### src/rtl/core_bus_bridge.sv
// core_bus_bridge: arbitrates the CPU instruction port (ireq/iresp) and data port (dreq/dresp)
// onto a single memory port (mreq/mresp) with one transaction in flight at a time.
//
// Ports:
//   clk, resetn                  clock, asynchronous active-low reset
//   ireq_* / iresp_*             instruction port: request in; addr_ok / data_ok / data out
//   dreq_* / dresp_*             data port: request in; addr_ok / data_ok / data out
//   mreq_* / mresp_*             memory port: registered request out; responses in
//   bus_timeout                  sticky watchdog flag
//
// Configuration macro:
//   ARB_RR_EN  defined   -> round-robin arbitration under contention (priority starts at data)
//              undefined -> fixed data-over-instruction priority
module core_bus_bridge #(
  parameter int unsigned ADDR_W     = 32,
  parameter int unsigned DATA_W     = 32,
  parameter int unsigned WAIT_LIMIT = 255
) (
  input  logic                clk,
  input  logic                resetn,
  // instruction port
  input  logic                ireq_valid,
  input  logic [ADDR_W-1:0]   ireq_addr,
  output logic                iresp_addr_ok,
  output logic                iresp_data_ok,
  output logic [DATA_W-1:0]   iresp_data,
  // data port
  input  logic                dreq_valid,
  input  logic [ADDR_W-1:0]   dreq_addr,
  input  logic [2:0]          dreq_size,
  input  logic [DATA_W/8-1:0] dreq_strobe,
  input  logic [DATA_W-1:0]   dreq_data,
  output logic                dresp_addr_ok,
  output logic                dresp_data_ok,
  output logic [DATA_W-1:0]   dresp_data,
  // memory port
  output logic                mreq_valid,
  output logic [ADDR_W-1:0]   mreq_addr,
  output logic [2:0]          mreq_size,
  output logic [DATA_W/8-1:0] mreq_strobe,
  output logic [DATA_W-1:0]   mreq_data,
  input  logic                mresp_addr_ok,
  input  logic                mresp_data_ok,
  input  logic [DATA_W-1:0]   mresp_data,
  output logic                bus_timeout
);

  localparam int unsigned StrbW  = DATA_W / 8;
  localparam int unsigned CntW   = ($clog2(WAIT_LIMIT + 1) > 8) ? $clog2(WAIT_LIMIT + 1) : 8;
  localparam logic [CntW-1:0] CntMax = CntW'(WAIT_LIMIT);
  localparam logic [2:0]  SizeWord = 3'b010;

  typedef enum logic [1:0] {StIdle, StAddr, StData} state_e;

  state_e            state_q, state_d;
  logic              owner_q, owner_d;   // 1: data port owns the transaction
  logic [ADDR_W-1:0] addr_q, addr_d;
  logic [2:0]        size_q, size_d;
  logic [StrbW-1:0]  strobe_q, strobe_d;
  logic [DATA_W-1:0] data_q, data_d;
  logic [CntW-1:0]   cnt_q, cnt_d;
  logic              timeout_q, timeout_d;

  logic grant_valid;  // a request is accepted this cycle
  logic grant_dport;  // winner is the data port
  logic done;         // transaction completes this cycle
  logic busy;

`ifdef ARB_RR_EN
  logic prio_q, prio_d;        // 1: data port preferred on the next contention
  logic contend_q, contend_d;  // current transaction was granted under contention
`endif

  // Arbitration
  always_comb begin
    grant_valid = (state_q == StIdle) && (ireq_valid || dreq_valid);
`ifdef ARB_RR_EN
    if (ireq_valid && dreq_valid) begin
      grant_dport = prio_q;
    end else begin
      grant_dport = dreq_valid;
    end
`else
    grant_dport = dreq_valid;
`endif
  end

  // Next-state, request buffer and completion
  always_comb begin
    state_d  = state_q;
    owner_d  = owner_q;
    addr_d   = addr_q;
    size_d   = size_q;
    strobe_d = strobe_q;
    data_d   = data_q;
    done     = 1'b0;
    unique case (state_q)
      StIdle: begin
        if (grant_valid) begin
          state_d = StAddr;
          owner_d = grant_dport;
          if (grant_dport) begin
            addr_d   = dreq_addr;
            size_d   = dreq_size;
            strobe_d = dreq_strobe;
            data_d   = dreq_data;
          end else begin
            addr_d   = ireq_addr;
            size_d   = SizeWord;
            strobe_d = '0;
            data_d   = '0;
          end
        end
      end
      StAddr: begin
        if (mresp_addr_ok) begin
          if (mresp_data_ok) begin
            done    = 1'b1;
            state_d = StIdle;
          end else begin
            state_d = StData;
          end
        end
      end
      StData: begin
        if (mresp_data_ok) begin
          done    = 1'b1;
          state_d = StIdle;
        end
      end
      default: state_d = StIdle;
    endcase
  end

  // Watchdog: counts cycles in the current busy state, saturating at the limit
  always_comb begin
    busy = (state_q != StIdle);
    if (state_d != state_q) begin
      cnt_d = '0;
    end else if (busy && (cnt_q != CntMax)) begin
      cnt_d = cnt_q + 1'b1;
    end else begin
      cnt_d = cnt_q;
    end
    timeout_d = timeout_q | (busy && (cnt_d == CntMax));
  end

`ifdef ARB_RR_EN
  always_comb begin
    contend_d = contend_q;
    prio_d    = prio_q;
    if (grant_valid) begin
      contend_d = ireq_valid && dreq_valid;
    end
    if (done && contend_q) begin
      prio_d = ~prio_q;
    end
  end

  always_ff @(posedge clk or negedge resetn) begin
    if (!resetn) begin
      prio_q    <= 1'b1;
      contend_q <= 1'b0;
    end else begin
      prio_q    <= prio_d;
      contend_q <= contend_d;
    end
  end
`endif

  always_ff @(posedge clk or negedge resetn) begin
    if (!resetn) begin
      state_q   <= StIdle;
      owner_q   <= 1'b0;
      addr_q    <= '0;
      size_q    <= '0;
      strobe_q  <= '0;
      data_q    <= '0;
      cnt_q     <= '0;
      timeout_q <= 1'b0;
    end else begin
      state_q   <= state_d;
      owner_q   <= owner_d;
      addr_q    <= addr_d;
      size_q    <= size_d;
      strobe_q  <= strobe_d;
      data_q    <= data_d;
      cnt_q     <= cnt_d;
      timeout_q <= timeout_d;
    end
  end

  // Outputs
  always_comb begin
    iresp_addr_ok = grant_valid && !grant_dport;
    dresp_addr_ok = grant_valid && grant_dport;
    iresp_data_ok = done && !owner_q;
    dresp_data_ok = done && owner_q;
    iresp_data    = iresp_data_ok ? mresp_data : '0;
    dresp_data    = dresp_data_ok ? mresp_data : '0;
    mreq_valid    = (state_q == StAddr);
    mreq_addr     = addr_q;
    mreq_size     = size_q;
    mreq_strobe   = strobe_q;
    mreq_data     = data_q;
    bus_timeout   = timeout_q;
  end

endmodule
### config.mk
export PLATFORM = sky130hd
export DESIGN_NAME = core_bus_bridge
export DESIGN_NICKNAME = d
export VERILOG_FILES = /design/src/rtl/core_bus_bridge.sv
export SDC_FILE = /design/constraint.sdc
export NUM_CORES = 1
export LEC_CHECK = 0
export ABC_AREA = 1
export CAP_MARGIN = 20
export CORE_AREA = 2 2 110 112
export DETAILED_ROUTE_END_ITERATION = 6
export DIE_AREA = 0 0 112 114
export DONT_BUFFER_PORTS = 1
export GPL_ROUTABILITY_DRIVEN = 0
export GPL_TIMING_DRIVEN = 0
export HOLD_SLACK_MARGIN = 0.05
export PLACE_DENSITY_LB_ADDON = 0.2
export REMOVE_ABC_BUFFERS = 1
export SLEW_MARGIN = 0
export SYNTH_ARGS = -nofsm -noshare
export SYNTH_HDL_FRONTEND = slang
export SYNTH_SLANG_ARGS = --single-unit
### constraint.sdc
create_clock -name clk -period 1.9 [get_ports clk]
set_clock_uncertainty 0.1 [all_clocks]
set_input_delay 0.095 -clock clk [delete_from_list [all_inputs] [get_ports clk]]
set_output_delay 0.095 -clock clk [all_outputs]
set_load 0.01 [all_outputs]
After elaboration in Yosys (flattened, before gate mapping)
Cells that the tools add are included.
{"block": "word_totals", "out_inout_bits": 141, "regBits": 83}
{"block": "op_classes", "eq_ne": 5, "add_sub_neg": 1, "n_reduce_logical": 13, "n_mux": 16, "bitwise_logic": 1}
{"operator": "2-to-1 mux 32 bit", "n": 4}
{"operator": "2-to-1 mux 8 bit", "n": 2}
{"operator": "adder 8 x 1 -> 8 bit, second input constant", "n": 1}
{"operator": "== test 8 bit, second input constant", "n": 1}
{"operator": "2-to-1 mux 2 bit", "n": 4}
{"operator": "inequality test 8 bit, second input constant", "n": 1}
{"operator": "logical AND 1 bit", "n": 7}
{"operator": "case mux 2 bit (3 select lines)", "n": 1}
{"operator": "2-to-1 mux 4 bit", "n": 1}
{"operator": "2-to-1 mux 3 bit", "n": 1}
{"operator": "== test 2 x 1 -> 1 bit, second input constant", "n": 1}
{"operator": "== test 2 bit, second input constant", "n": 1}
{"operator": "logical NOT 1 bit", "n": 2}
{"operator": "logical NOT 2 bit", "n": 1}
{"operator": "2-to-1 mux 1 bit", "n": 2}
{"operator": "inequality test 2 bit", "n": 1}
{"operator": "case mux 1 bit (2 select lines)", "n": 1}
{"operator": "AND reduction 2 bit", "n": 1}
{"operator": "nonzero test 2 bit", "n": 1}
{"operator": "logical OR 1 bit", "n": 1}
{"operator": "bitwise OR 1 bit", "n": 1}

Depth between registers and ports, before layout
Gate-level depths: netlist of the first run.
{"block": "logic_depth", "word_depth": 9, "mapped_depth": 12}

Worst setup path after synthesis of the first run
Ideal clock, no wire load.
{"block": "synth_timing", "kind": "reg2out", "start": "reg state_q[1]", "end": "out iresp_data[10]", "setup_slack_ps": 56, "path_stages_with_launch": 9, "t_required_ps": 1705, "arrival_ps": 1649, "cell_sequence": "dfrtp_1 > inv_1 > ha_1 > a21oi_1 > nand3b_1 > nor2_1 > inv_1 > buf_2 > nor2_1"}
{"block": "synth_via", "elab_chain_len": 4, "word_cells_on_any_way": 5}
{"item": "from (decl)", "line": "55", "text": "state_e state_q, state_d;"}
{"item": "from (signal assigned)", "line": "173", "text": "state_q <= StIdle;"}
{"item": "from (signal assigned)", "line": "182", "text": "state_q <= state_d;"}
{"item": "== test 2 x 1 -> 1 bit"}
{"item": "via mreq_valid", "line": "37", "text": "output logic mreq_valid,"}
{"item": "case mux 1 bit (2 select lines)", "line": "97", "text": "unique case (state_q)"}
{"item": "logical AND 1 bit", "line": "197", "text": "iresp_data_ok = done && !owner_q;"}
{"item": "via iresp_data_ok", "line": "25", "text": "output logic iresp_data_ok,"}
{"item": "2-to-1 mux 32 bit", "line": "199", "text": "iresp_data = iresp_data_ok ? mresp_data : '0;"}
{"item": "to (decl)", "line": "26", "text": "output logic [DATA_W-1:0] iresp_data,"}
The timed path passes the listed nets, and every way through them passes these cells.

Worst setup path in the final report of the first run
{"block": "layout_timing", "start": "reg state_q[0]", "end": "out dresp_data[28]"}
{"block": "layout_via", "elab_chain_len": 4, "word_cells_on_any_way": 5}
{"item": "== test 2 bit / == test 2 x 1 -> 1 bit (equally long branches)", "line": "97"}
{"item": "case mux 1 bit (2 select lines) (*)", "line": "97"}
{"item": "logical AND 1 bit (*)", "line": "198", "text": "dresp_data_ok = done && owner_q;"}
{"item": "via dresp_data_ok", "line": "34", "text": "output logic dresp_data_ok,"}
{"item": "2-to-1 mux 32 bit (*)", "line": "200", "text": "dresp_data = dresp_data_ok ? mresp_data : '0;"}
{"item": "to (decl)", "line": "35", "text": "output logic [DATA_W-1:0] dresp_data,"}
The timed path passes the listed nets; every way through them passes the cells marked *.

==> results of run 1 <==
## routing by layer
metal	up-vias	part of all wire [%]
li1	1792	-
met1	1871	34
met2	257	53
met3	24	9.3
met4	0	3.5
met5	-	0
## kinds of logic (layout without fill, tap and decap cells)
kind of cell	Yosys count	after routing	synth area share (%)
other	0	3	0
AO/OA/AOI/OAI	46	46	9.38
buffers and inverters	87	212	8.82
AND/OR/NAND/NOR	266	267	27.9
XOR/XNOR	3	3	0.839
adder cells (fa/ha/maj)	5	5	1.55
flip-flops	83	83	51.6
## metrics by stage
step / hold WS (ps) / setup TNS, ps / cell area [um2]
floorplan: -301 / -98320 / 3910
global placement: -299 / -191470 / 4090
detailed placement: -300 / -84970 / 4140
CTS: -662 / -35250 / 6230
global route: -672 / -49310 / 6400
finish: -650 / -34500 / 6400
## critical path: stages (launching register included)
cell and delay [ps]:
dfrtp_2 470, inv_4 100, ha_4 140, a21oi_2 30, nand3b_1 270, nor2_4 300, clkinvlp_4 170, buf_12 190
nor2_4 160
## registers in the layout (all words and copies together), names as in the netlist
register / flops
bus_timeout: 1
cnt_q: 8
mreq_addr: 32
mreq_data: 32
mreq_size: 3
mreq_strobe: 4
owner_q: 1
state_q: 2
## final timing paths
kind                                     from             end  depth (start not counted)  slack (ps)
worst min-delay path                   resetn   mreq_data[30]                          0        -650
max in group asynchronous              resetn    mreq_data[1]                          0        2220
worst max register to register     state_q[0]    mreq_addr[0]                         10        -240
worst max-delay path               state_q[0]  dresp_data[28]                          8        -480
min in group clk                mresp_addr_ok        cnt_q[7]                          5          80
worst min register to register  mreq_addr[23]   mreq_addr[23]                          2         470
## power by group through the flow
stage | clock network [mW] | logic, mW | registers (mW)
3_3_place_gp | 0 | 2.10 | 3.59
3_5_place_dp | 0 | 2.22 | 3.55
2_1_floorplan | 0 | 1.73 | 3.34
6_report | 1.70 | 3.20 | 3.59
5_1_grt | 1.83 | 3.54 | 3.67
4_1_cts | 1.72 | 3.04 | 3.57
## layout by cell type (no fill, tap or decap), types with 4 or more instances in the layout
| master | n |
|---|---|
| a22o_1 | 38 |
| nand2_1 | 126 |
| nand4_1 | 6 |
| a21oi_1 | 4 |
| clkbuf_16 | 9 |
| dfrtp_1 | 82 |
| buf_12 | 8 |
| nor2_2 | 6 |
| nor2_4 | 67 |
| dlygate4sd3_1 | 108 |
| inv_1 | 54 |
| nand3_1 | 43 |
| buf_4 | 8 |
| clkinvlp_4 | 6 |
| nor2_1 | 11 |
## synth_stat cells, drive strengths merged
cell | n | share of area [%]
o21bai | 1 | 0.19
inv | 61 | 5.7
clkinv | 1 | 0.093
a21oi | 5 | 0.62
nand2 | 130 | 13
ha | 5 | 1.6
nor3 | 2 | 0.25
clkbuf | 2 | 0.19
o21a | 1 | 0.19
nand4 | 6 | 0.93
nor2 | 83 | 8.4
a22o | 38 | 8.3
buf | 23 | 2.9
nand3 | 44 | 5.6
o21ai | 1 | 0.12
xor2 | 3 | 0.84
nand3b | 1 | 0.19
dfrtp | 83 | 52
## cell type report
| cell class | instances | area, um2 |
|---|---|---|
| Multi-Input combinational cell | 321 | 2140 |
| Timing Repair Buffer | 129 | 1380 |
| Sequential cell | 83 | 2080 |
| Timing Repair inverter | 5 | 45.0 |
| Clock buffer | 12 | 256 |
| Antenna cell | 3 | 7.51 |
| Fill cell | 963 | 5310 |
| Clock inverter | 4 | 32.5 |
| Inverter | 62 | 273 |
| Tap cell | 147 | 184 |
## repair_timing
| item | 4_1_cts | 5_1_grt |
|---|---|---|
| gates resized for setup | 139 | 34 |
| cloned | 7 | 0 |
| endpoints found under the setup margin | 147 | 148 |
| hold endpoints to repair | 156 | 83 |
| pin swaps | 6 | 3 |
| buffers inserted | 15 | 3 |
==> results.ini, run 1 <==
[finish]
finalNonFillerCells = 766
syn2layout_area_growth_pct = 58.8
drive_above_1_share_pct = 21.4
finalNetCount = 757
fin_util_pct = 54.6

[power_and_ir_drop]
vdd_drop_max_mv = 1.03
p_leak_nw = 2.89
switching_share_pct = 42.1
p_int_mw = 4.91
pwr-share-comb_pct = 37.7
total_power_mw = 8.49
power_density_nw_per_um2 = 1330
pwr-share-seq_pct = 42.3
p_switching_mw = 3.58
clockPowerShare_pct = 20.0

[route]
vias_per_cell = 5.15
wire_per_inst_um = 19.8
drt-total-wl_mm = 15.1
drt_iter0_markers = 242
final_antenna_net_count = 0
num_vias = 3944
route.detailed.drc = 0
drtPass1Iterations = 5

[clocking]
cts_hold_buf = 108
cts_tree = done
clockRootBuffer = clkbuf_16
htreeDepth = 3
clk_path_buf_depth = 2
clock_latency_ps = 330
cts_made_buffers = 9
clock_sinks = 83
clk_pin_slew_ps = 70

[sta]
finalSetupViolations = 123
slew_viol_final = 0
fmaxAchievable_mhz = 421
timing.final.hold_violations = 83
min_period_ps = 2380
rsz0062_at_grt = yes
whs_ps = -650
tightest_slew_ps = 421
layout_worst_path_cycle_share_pct = 125
fin_ws_ps = -477
slew_headroom_pct = 71.9

[global_routing]
use_met2_pct = 41.0
overflow = 0
grt_pass1_wl_mm = 22.1
grt_max_degree = 84
antenna_found_initial = 3
grt.busiest_layer = met2
met3_usage_pct = 7.23
first_global_vias = 3968
grt_use_total_pct = 22.7
use_met1_pct = 24.0

[synthesis]
yosys_warnings = 0
syn_avg_cell_area_um2 = 8.22
synth_cells = 490
ys_ff_latch = 83
synth-seq-area-share_pct = 51.6
synth_cell_types = 25
syn_area_um2 = 4030

[place]
place_ws_ps = -910
dp_hpwl_mm = 8.59
port_buffers = 0
placed_cells = 614

[die]
design.die.area_um2 = 12800
coreArea_um2 = 11700
initial_core_util_pct = 34.4
die_h_um = 114
boundaryPins = 282
fp-row-count = 40
die_x_um = 112

[setup_path]
crit_fanout = 16
path_class = reg -> out
worstSetupEndpointType = output pin
arrival_ps = 2180
required_ps = 1700
startpoint_type = flop

[flow_run]
drv_cap = 0

[worst_hold_path]
hp-class = in -> async

[outcome]
violations = negative hold slack, negative setup slack
status = finished with violations

Note: power is estimated with default switching activity, not from simulation.
==> inputs of run 2 (changes only) <==
- CORE_AREA: 2 2 110 112 -> 2 2 109 111
- CTS_CLUSTER_DIAMETER: default -> 200
- DIE_AREA: 0 0 112 114 -> 0 0 111 113
==> results.ini, run 2 (synthesis gave the netlist of run 1 again) <==
[finish]
finalNetCount = 756
multi_input_area_um2 = 2120
most-common-layout-cells = 127 x nand2_1, 109 x dlygate4sd3_1, 82 x dfrtp_1
n_fill_cell = 917
regArea_um2 = 2080
syn2layout_area_growth_pct = 58.9
drive_above_1_share_pct = 20.8
fin_area_um2 = 6400
fin_util_pct = 56.8
layout_commonest_cell = nand2_1

[clocking]
clk_pin_slew_ps = 60
cts_made_buffers = 9
clk_path_buf_depth = 2
htreeDepth = 3
cts_tree = done
clock_sinks = 83
cts_hold_buf = 109
clock_latency_ps = 330
clockRootBuffer = clkbuf_16

[global_routing]
grt_pass1_wl_mm = 22.0
grt_use_total_pct = 22.8
antenna_found_initial = 2
grt_max_degree = 84
first_global_vias = 4193
overflow = 0

[setup_path]
worstSetupEndpointType = output pin
cpMaxStageDelayCell = dfrtp_1
crit_fanout = 16
slowest_delay_ps = 400
arrival_ps = 2170
cp_top_family = simple AND/OR/NAND/NOR gates
required_ps = 1700
critical_path_buf_inv_count = 3
startpoint_type = flop
path_class = reg -> out
worstPathCellList = inv_2 -> ha_4 -> a21oi_2 -> nand3b_1 -> nor2_4 -> clkinvlp_4 -> buf_12 -> nor2_2

[sta]
fin_ws_ps = -466
timing.final.hold_violations = 83
setup_tns_ps = -38790
min_period_ps = 2370
fmaxAchievable_mhz = 423
slew_viol_final = 0
whs_ps = -651
rsz0062_at_grt = yes
finalSetupViolations = 123
slew_headroom_pct = 81.3
layout_worst_path_cycle_share_pct = 125
tightest_slew_ps = 281

[route]
route.detailed.drc = 0
drt-total-wl_mm = 14.9
wire_per_inst_um = 19.6
vias_per_cell = 5.29
num_vias = 4018
met1_length_mm = 5.09
drtPass1Iterations = 5
met2_length_mm = 7.86
route.met3.wl_mm = 1.35
highest_layer = met4
final_antenna_net_count = 0
drt_iter0_markers = 241

[outcome]
violations = negative hold slack, negative setup slack
status = finished with violations

[die]
coreArea_um2 = 11300
boundaryPins = 282
design.die.area_um2 = 12500
die_x_um = 111
fp-row-count = 39
initial_core_util_pct = 35.7
die_h_um = 113

[flow_run]
drv_cap = 0

[worst_hold_path]
hp-class = in -> async

[place]
dp_hpwl_mm = 8.68
port_buffers = 0
post_dp_cell_area_um2 = 4160

[power_and_ir_drop]
power_density_nw_per_um2 = 1350
vdd_drop_max_mv = 0.936
total_power_mw = 8.63
p_leak_nw = 2.90

-- run 2: cell types whose count changed in the layout (fill, tap and decap cells not counted), sizes merged --
cell,previous run,this run
clkinv,6,2
bufinv,0,2
clkbuf,12,10
inv,59,61
buf,20,21
clkinvlp,6,5
diode,3,2
dlygate4sd3,108,109
-- run 2: per-layer routing --
metal | GRT usage (%) | up-vias
met5 | 0 | -
li1 | - | 1790
met1 | 23.5 | 1923
met3 | 6.91 | 33
met4 | 13.8 | 0
met2 | 40.8 | 272
-- run 2: final timing paths --
| kind | to | slack (ps) | from | depth (start not counted) |
|---|---|---|---|---|
| worst max register to register | mreq_addr[6] | -290 | state_q[0] | 10 |
| worst min-delay path | mreq_data[17] | -650 | resetn | 0 |
| max in group asynchronous | mreq_strobe[3] | 2220 | resetn | 0 |
| min in group clk | cnt_q[7] | 90 | mresp_addr_ok | 5 |
| worst max-delay path | iresp_data[14] | -470 | state_q[1] | 8 |
| worst min register to register | bus_timeout | 460 | bus_timeout | 2 |
-- run 2: final cells by class --
class | count | area share (%)
Clock inverter | 6 | 1.51
Antenna cell | 2 | 0.0782
Inverter | 62 | 3.95
Multi-Input combinational cell | 321 | 33.1
Sequential cell | 83 | 32.5
Tap cell | 143 | 2.80
Timing Repair inverter | 2 | 0.235
Timing Repair Buffer | 131 | 22.3
Clock buffer | 10 | 3.58
-- run 2: what timing repair did --
| item | CTS | global route |
|---|---|---|
| setup endpoints to repair | 141 | 146 |
| endpoints found under the hold margin | 156 | 83 |
| pin swaps | 5 | 3 |
| cloned | 5 | 0 |
| setup buffers | 16 | 1 |
| resized for setup | 101 | 60 |
-- run 2: per-stage QoR --
stage	std cells	worst slack, ps
finish	760	-466
global route	760	-546
CTS	757	-454
detailed placement	611	-715
global placement	608	-2470
floorplan	465	-1330
-- run 2: power by group --
group / switching (mW) / leakage (nW) / total (mW) / internal, mW
clock: 0.738 / 0.155 / 1.91 / 1.17
combinational: 1.77 / 1.69 / 3.13 / 1.36
sequential: 1.03 / 1.05 / 3.59 / 2.56
